`config.mk`:
```
export PLATFORM = sky130hd
export DESIGN_NAME = spi_master_param
export DESIGN_NICKNAME = d
export VERILOG_FILES = /design/src/rtl/spi_master_param.sv
export SDC_FILE = /design/constraint.sdc
export NUM_CORES = 1
export LEC_CHECK = 0
export CORE_MARGIN = 2
export CORE_UTILIZATION = 59
export CTS_BUF_LIST = sky130_fd_sc_hd__clkbuf_4 sky130_fd_sc_hd__clkbuf_8 sky130_fd_sc_hd__clkbuf_16
export DETAILED_ROUTE_END_ITERATION = 10
export PLACE_DENSITY_LB_ADDON = 0.05
export SYNTH_ARGS = -nofsm -noshare
export SYNTH_HDL_FRONTEND = slang
export SYNTH_SLANG_ARGS = --single-unit
```
`constraint.sdc`:
```
create_clock -name clk -period 3.98 [get_ports clk]
set_input_delay 0.597 -clock clk [delete_from_list [all_inputs] [get_ports clk]]
set_output_delay 0.597 -clock clk [all_outputs]
set_load 0.03 [all_outputs]
```
`src/rtl/spi_master_param.sv`:
```
// SPI master with configurable word width, SCK divider and all four SPI modes.
// Multi-word transactions keep cs_n low until a word flagged last has completed.
module spi_master_param #(
  parameter int DATA_W  = 8,
  parameter int CLK_DIV = 2
) (
  input  logic              clk,
  input  logic              rst_n,
  input  logic              cpol,
  input  logic              cpha,
  input  logic [DATA_W-1:0] tx_data,
  input  logic              tx_last,
  input  logic              tx_valid,
  output logic              tx_ready,
  output logic [DATA_W-1:0] rx_data,
  output logic              rx_valid,
  output logic              busy,
  output logic              sck,
  output logic              mosi,
  input  logic              miso,
  output logic              cs_n
);

  if (DATA_W < 2 || DATA_W > 32) begin : g_bad_data_w
    $error("spi_master_param: DATA_W must be in 2..32");
  end
  if (CLK_DIV < 1) begin : g_bad_clk_div
    $error("spi_master_param: CLK_DIV must be >= 1");
  end

  localparam int DIV_W  = (CLK_DIV > 1) ? $clog2(CLK_DIV) : 1;
  localparam int EDGE_W = $clog2(2 * DATA_W);
  localparam logic [DIV_W-1:0]  DIV_LAST  = DIV_W'(CLK_DIV - 1);
  localparam logic [EDGE_W-1:0] EDGE_LAST = EDGE_W'(2 * DATA_W - 1);

  typedef enum logic [2:0] {
    S_IDLE,
    S_SETUP,
    S_XFER,
    S_WAIT,
    S_HOLD,
    S_GAP
  } state_t;

  state_t              state;
  logic [DIV_W-1:0]    div_cnt;
  logic [EDGE_W-1:0]   edge_cnt;
  logic                cpol_r;
  logic                cpha_r;
  logic                last_r;
  logic [DATA_W-1:0]   tx_sr;
  logic [DATA_W-1:0]   rx_sr;

  always_ff @(posedge clk) begin
    if (!rst_n) begin
      state    <= S_IDLE;
      sck      <= 1'b0;
      cs_n     <= 1'b1;
      mosi     <= 1'b0;
      rx_data  <= '0;
      rx_valid <= 1'b0;
      busy     <= 1'b0;
      tx_ready <= 1'b0;
      div_cnt  <= '0;
      edge_cnt <= '0;
      cpol_r   <= 1'b0;
      cpha_r   <= 1'b0;
      last_r   <= 1'b0;
      tx_sr    <= '0;
      rx_sr    <= '0;
    end else begin
      rx_valid <= 1'b0;
      case (state)
        S_IDLE: begin
          sck <= cpol;
          if (tx_ready && tx_valid) begin
            cpol_r   <= cpol;
            cpha_r   <= cpha;
            last_r   <= tx_last;
            cs_n     <= 1'b0;
            busy     <= 1'b1;
            tx_ready <= 1'b0;
            div_cnt  <= '0;
            // CPHA=0 presents the MSB during SETUP; CPHA=1 shifts it out on the leading edge.
            if (!cpha) begin
              mosi  <= tx_data[DATA_W-1];
              tx_sr <= {tx_data[DATA_W-2:0], 1'b0};
            end else begin
              tx_sr <= tx_data;
            end
            state <= S_SETUP;
          end else begin
            tx_ready <= 1'b1;
          end
        end

        S_WAIT: begin
          if (tx_ready && tx_valid) begin
            last_r   <= tx_last;
            tx_ready <= 1'b0;
            div_cnt  <= '0;
            if (!cpha_r) begin
              mosi  <= tx_data[DATA_W-1];
              tx_sr <= {tx_data[DATA_W-2:0], 1'b0};
            end else begin
              tx_sr <= tx_data;
            end
            state <= S_SETUP;
          end
        end

        S_SETUP: begin
          if (div_cnt == DIV_LAST) begin
            div_cnt  <= '0;
            edge_cnt <= '0;
            state    <= S_XFER;
          end else begin
            div_cnt <= div_cnt + 1'b1;
          end
        end

        S_XFER: begin
          if (div_cnt == DIV_LAST) begin
            div_cnt  <= '0;
            sck      <= ~sck;
            edge_cnt <= edge_cnt + 1'b1;
            // Even edges are leading; the sampling edge parity equals CPHA.
            if (edge_cnt[0] == cpha_r) begin
              rx_sr <= {rx_sr[DATA_W-2:0], miso};
            end else begin
              mosi  <= tx_sr[DATA_W-1];
              tx_sr <= {tx_sr[DATA_W-2:0], 1'b0};
            end
            if (edge_cnt == EDGE_LAST) begin
              rx_data  <= cpha_r ? {rx_sr[DATA_W-2:0], miso} : rx_sr;
              rx_valid <= 1'b1;
              if (last_r) begin
                state <= S_HOLD;
              end else begin
                tx_ready <= 1'b1;
                state    <= S_WAIT;
              end
            end
          end else begin
            div_cnt <= div_cnt + 1'b1;
          end
        end

        S_HOLD: begin
          if (div_cnt == DIV_LAST) begin
            div_cnt <= '0;
            cs_n    <= 1'b1;
            state   <= S_GAP;
          end else begin
            div_cnt <= div_cnt + 1'b1;
          end
        end

        S_GAP: begin
          if (div_cnt == DIV_LAST) begin
            div_cnt  <= '0;
            busy     <= 1'b0;
            tx_ready <= 1'b1;
            state    <= S_IDLE;
          end else begin
            div_cnt <= div_cnt + 1'b1;
          end
        end

        default: begin
          state <= S_IDLE;
        end
      endcase
    end
  end

endmodule

```
==> impl_metrics.csv, run 1 <==
group,metric,value,unit
critical_path,rr_worst_depth,4,
clocking,clockBufferDepth,2,
final_layout,register_area,801,µm²
sta,rsz0062_at_grt,"no",
critical_path,crit_fanout,27,
clocking,cts_buffers,5,
sta,hold_viol_final,0,
clocking,cts_setup_buffers,0,
flow_run,maxCapViolations,0,
synthesis,synth_edf_count,0,
synthesis,ys.flop_type,"dfxtp_1",
hold_path,hp-class,"flip-flop to flip-flop",
sta,fin_ws,1810,ps
floorplan,ioPinCount,29,
detailed_routing,dr.pass1.iters,4,
critical_path,worstSetupPathType,"flip-flop to flip-flop",
final_layout,antenna_cells,0,
sta,finalSetupViolations,0,
placement,port_buffers,28,
floorplan,die_w,65.6,µm
final_layout,num-fill-cells,311,
synthesis,synth-seq-area-share,0.358,
clocking,clkTransAtPathRegs,70,ps
final_layout,final_area,2590,µm²
grt,grt_overflow_total,0,
floorplan,die_area,4300,µm²
final_layout,syn2layout_area_growth,15.8,%
critical_path,startpoint_type,"flip-flop",
clocking,clk_latency,290,ps
sta,fmax,0.461,GHz
synthesis,synthArstFlopShare,0,
detailed_routing,routed_wl,4670,µm
grt,grt_start_max_net_pins,32,
clocking,cts_tree,"done",
pwr,seq_power_share,0.484,
sta,tightest_slew,991,ps
grt,grt_pass1_vias,1783,
sta,maxSlewHeadroom,0.339,
clocking,clock-sinks,40,
sta,fin_tns_setup,0,ps
critical_path,crit_path_end_kind,"flip-flop",
sta,period_minus_slack,2170,ps
final_layout,multiInputGateArea,1310,µm²
detailed_routing,drt_iter0_drc,148,
pwr,power.density,363,nW/µm²
floorplan,start_util,0.611,
placement,place_ws,1580,ps
pwr,power,0.940,mW
detailed_routing,vias,1927,
critical_path,arrival,2310,ps
grt,antenna_found_initial,0,
pwr,switching_share,0.300,
clocking,htree_levels,2,
grt,grt_usage,0.243,
final_layout,mostFrequentLayoutCell,"dfxtp_1",
pwr,p_leak,0.935,nW
grt,grt_pass1_wl,8250,µm
status,status,"complete, no violations",
detailed_routing,ant_nets,0,
placement,gp_congestion,0.774,
hold_path,hold_depth,2,
final_layout,drive_gt1_frac,0.0747,
placement,place_area,2490,µm²
sta,fin_skew,3.90,ps
detailed_routing,post_drt_wl_per_cell,14.2,µm
floorplan,die_height,65.6,µm
detailed_routing,vias_per_cell,5.86,
final_layout,nets,296,
final_layout,fin_util,0.707,
critical_path,worstPathRequired,4120,ps
clocking,cts-root-buf,"clkbuf_8",
floorplan,rows,22,
final_layout,layout.cells.non_filler,329,
final_layout,final_cell_mix,"dfxtp_1 (40), nor2_1 (38), mux2i_1 (32), a21oi_1 (29), clkdlybuf4s50_1 (28)",
placement,dp_cells,321,
detailed_routing,drc,0,
synthesis,ys_ff_latch,40,
pwr,p_clk_frac,0.311,
synthesis,synth_cell_type_count,49,
synthesis,syn_avg_cell_area,8.57,µm²
pwr,pwr-share-comb,0.205,
sta,drv_slew,0,
clocking,post_cts_resized,0,
clocking,ctsHoldBuffers,0,
synthesis,synth_cells,261,
pwr,p_int,0.658,mW
synthesis,syn-cell-area,2240,µm²
synthesis,synth_fp_nets,277,
sta,timing.hold.ws,496,ps
placement,hpwlAfterDp,3140,µm
synthesis,yosys_warnings,0,
pwr,worst_ir_drop_vdd,0.249,mV
floorplan,core-area,3660,µm²
pwr,switchingPower,0.282,mW
sta,post-route-period-util,0.545,
==> registers in the layout, indices dropped and copies added (netlist names), 3 cells and up <==
register and count:
rx_data 8, tx_sr 8, state 3, rx_sr 8, edge_cnt 4
==> Yosys cell counts, drive strengths merged (3+ instances only) <==
library cell / count / area share
dfxtp: 40 / 0.36
nor2: 38 / 0.064
mux2i: 32 / 0.14
a21oi: 30 / 0.069
o21ai: 19 / 0.043
buf: 15 / 0.043
nand2: 12 / 0.020
a211oi: 10 / 0.036
a31oi: 7 / 0.020
nor2b: 6 / 0.017
clkbuf: 5 / 0.0084
nor3: 5 / 0.016
nand2b: 3 / 0.0095
nand3: 3 / 0.0067
nand3b: 3 / 0.010
nand4: 3 / 0.015
==> final timing paths <==
path / startpoint / to / slack [ps]
setup / recovery: state[0] / mosi / 1810
hold / removal: busy / busy / 500
setup reg to reg: state[0] / mosi / 1810
hold reg to reg: busy / busy / 500
==> critical path: stages (launching register included) <==
cell and delay (ps):
dfxtp_1 980, xor2_1 320, o22ai_4 420, and4_1 250, nor3_1 40
==> cells by family after synthesis <==
kind of cell             after synthesis  share of synthesized area
flip-flops                            40                      0.358
XOR/XNOR                               2                     0.0112
buffers and inverters                 22                     0.0548
AO/OA/AOI/OAI                         78                      0.224
adder cells (fa/ha/maj)                1                    0.00559
multiplexers                          33                      0.148
AND/OR/NAND/NOR                       85                      0.198
==> routing by layer <==
| layer | global-route usage | wire length, µm |
|---|---|---|
| met1 | 0.345 | 2420 |
| met2 | 0.369 | 2040 |
| met3 | 0.0634 | 163 |
| met4 | 0.0573 | 55 |
| met5 | 0 | 0 |
==> power groups by stage <==
stage,Clock [mW],Sequential (mW),Combinational (mW)
after CTS,0.295,0.454,0.193
final,0.293,0.455,0.192
after global routing,0.310,0.459,0.217
after global placement,0,0.463,0.190
after detailed placement,0,0.463,0.192
after floorplan,0,0.458,0.143
==> final cells by class <==
class | count | share of cell area
Tap cell | 48 | 0.0232
Timing Repair Buffer | 32 | 0.120
Clock buffer | 8 | 0.0377
Sequential cell | 40 | 0.309
Inverter | 2 | 0.00290
Multi-Input combinational cell | 199 | 0.507
(Power assumes the default switching activity.)
==> run 2: changes to the inputs <==
--- a/config.mk
+++ b/config.mk
@@ -6,7 +6,7 @@
 export NUM_CORES = 1
 export LEC_CHECK = 0
 export CORE_MARGIN = 2
-export CORE_UTILIZATION = 59
+export CORE_UTILIZATION = 55
 export CTS_BUF_LIST = sky130_fd_sc_hd__clkbuf_4 sky130_fd_sc_hd__clkbuf_8 sky130_fd_sc_hd__clkbuf_16
 export DETAILED_ROUTE_END_ITERATION = 10
 export PLACE_DENSITY_LB_ADDON = 0.05
==> constraint.sdc (replaced) <==
create_clock -name clk -period 2.2 [get_ports clk]
set_input_delay 0.33 -clock clk [delete_from_list [all_inputs] [get_ports clk]]
set_output_delay 0.33 -clock clk [all_outputs]
set_load 0.03 [all_outputs]
==> impl_metrics.csv, run 2 (same netlist as run 1, synthesis figures left out) <==
group,metric,value,unit
status,status,"complete, no violations",
critical_path,worstSetupPathType,"flip-flop to output pin",
floorplan,rows,23,
final_layout,nets,305,
floorplan,die_height,67.8,µm
sta,post-route-period-util,0.851,
floorplan,start_util,0.567,
critical_path,startpoint_type,"flip-flop",
final_layout,final_area,2690,µm²
sta,hold_viol_final,0,
floorplan,core-area,3940,µm²
grt,antenna_found_initial,0,
hold_path,hp-class,"flip-flop to flip-flop",
sta,maxSlewHeadroom,0.626,
floorplan,ioPinCount,29,
grt,grt_pass1_vias,1773,
detailed_routing,drc,0,
sta,fin_tns_setup,0,ps
critical_path,critPathBufInv,1,
clocking,htree_levels,2,
grt,grt_pass1_wl,8140,µm
placement,gp_congestion,0.833,
final_layout,final_cell_mix,"dfxtp_1 (40), nor2_1 (38), mux2i_1 (32), a21oi_1 (29), clkdlybuf4s50_1 (28)",
clocking,cts_buffers,5,
critical_path,crit_path_end_kind,"output pin",
final_layout,reg.largest.list,"rx_data (8), rx_sr (8), tx_sr (8)",
placement,hpwlAfterDp,3330,µm
flow_run,maxCapViolations,0,
final_layout,mostFrequentLayoutCell,"dfxtp_1",
sta,drv_slew,0,
detailed_routing,vias_per_cell,5.74,
final_layout,antenna_cells,0,
floorplan,die_area,4590,µm²
critical_path,crit_fanout,8,
floorplan,die_w,67.8,µm
placement,port_buffers,28,
pwr,power.density,667,nW/µm²
sta,rsz0062_at_grt,"no",
final_layout,register_area,801,µm²
clocking,cts_setup_buffers,0,
sta,fmax,0.534,GHz
clocking,clockBufferDepth,2,
critical_path,arrival,1540,ps
critical_path,worst_path_max_delay_cell,"clkdlybuf4s50_1",
final_layout,num-fill-cells,333,
detailed_routing,post_drt_wl_per_cell,14.2,µm
clocking,cts_tree,"done",
critical_path,worstPathRequired,1870,ps
clocking,ctsHoldBuffers,0,
placement,place_area,2570,µm²
detailed_routing,vias,1953,
detailed_routing,dr.pass1.iters,4,
sta,finalSetupViolations,0,
clocking,cts-root-buf,"clkbuf_8",
sta,period_minus_slack,1870,ps
clocking,clock-sinks,40,
pwr,worst_ir_drop_vdd,0.369,mV
clocking,clkTransAtPathRegs,70,ps
detailed_routing,ant_nets,0,
sta,fin_skew,2.99,ps
detailed_routing,drt_iter0_drc,236,
grt,grt_overflow_total,0,
final_layout,drive_gt1_frac,0.103,
critical_path,cpPeakStageDelay,740,ps
grt,grt_usage,0.234,
clocking,post_cts_resized,0,
grt,grt_start_max_net_pins,20,
pwr,p_leak,0.992,nW
sta,tightest_slew,560,ps
final_layout,multiInputGateArea,1310,µm²
detailed_routing,routed_wl,4820,µm
critical_path,worstPathCellList,"clkdlybuf4s50_1",
clocking,clk_latency,290,ps
critical_path,crit_family,"buffers and inverters",
final_layout,syn2layout_area_growth,20.1,%
run 2: changes by cell type in the layout (fill, tap and decap cells not counted), sizes merged:
cell	before	now
buf	4	13
clkbuf	8	6
bufinv	0	1
clkinv	0	1
run 2: layout make-up:
cell class | instances | area share
timing repair buffer | 41 | 0.145
multi-input combinational | 199 | 0.489
sequential | 40 | 0.298
tap | 50 | 0.0233
clock inverter | 2 | 0.0130
clock buffer | 6 | 0.0284
inverter | 2 | 0.00279
run 2: per-layer routing:
layer  part of all wire  track usage
met1               0.49        0.319
met2               0.46        0.365
met5                  0            0
met4             0.0087       0.0750
met3              0.042       0.0517
run 2: path summary, 6_finish.rpt:
| kind | from | to | slack, ps | cells past startpoint |
|---|---|---|---|---|
| hold reg to reg | busy | busy | 480 | 2 |
| hold / removal | busy | busy | 480 | 2 |
| setup / recovery | tx_ready | tx_ready | 330 | 1 |
| setup reg to reg | edge_cnt[0] | rx_data[3] | 400 | 5 |
run 2: per-stage QoR:
stage | worst slack, ps | total power, mW | std cells | util | hold WS (ps)
2_1_floorplan | 656 | 1.09 | 261 | - | 461
5_1_grt | 66.4 | 1.88 | 340 | 0.681 | 489
3_5_place_dp | 302 | 1.21 | 332 | 0.653 | 463
4_1_cts | 335 | 1.80 | 340 | 0.681 | 479
3_3_place_gp | 343 | 1.20 | 332 | 0.653 | 462
6_report | 328 | 1.79 | 340 | 0.681 | 478
run 2: power by group:
| group | internal (mW) | switching (mW) | total (mW) | leakage [nW] |
|---|---|---|---|---|
| combinational | 0.165 | 0.223 | 0.388 | 0.609 |
| clock | 0.349 | 0.248 | 0.597 | 0.0586 |
| sequential | 0.762 | 0.0439 | 0.806 | 0.325 |
| total | 1.28 | 0.515 | 1.79 | 0.992 |
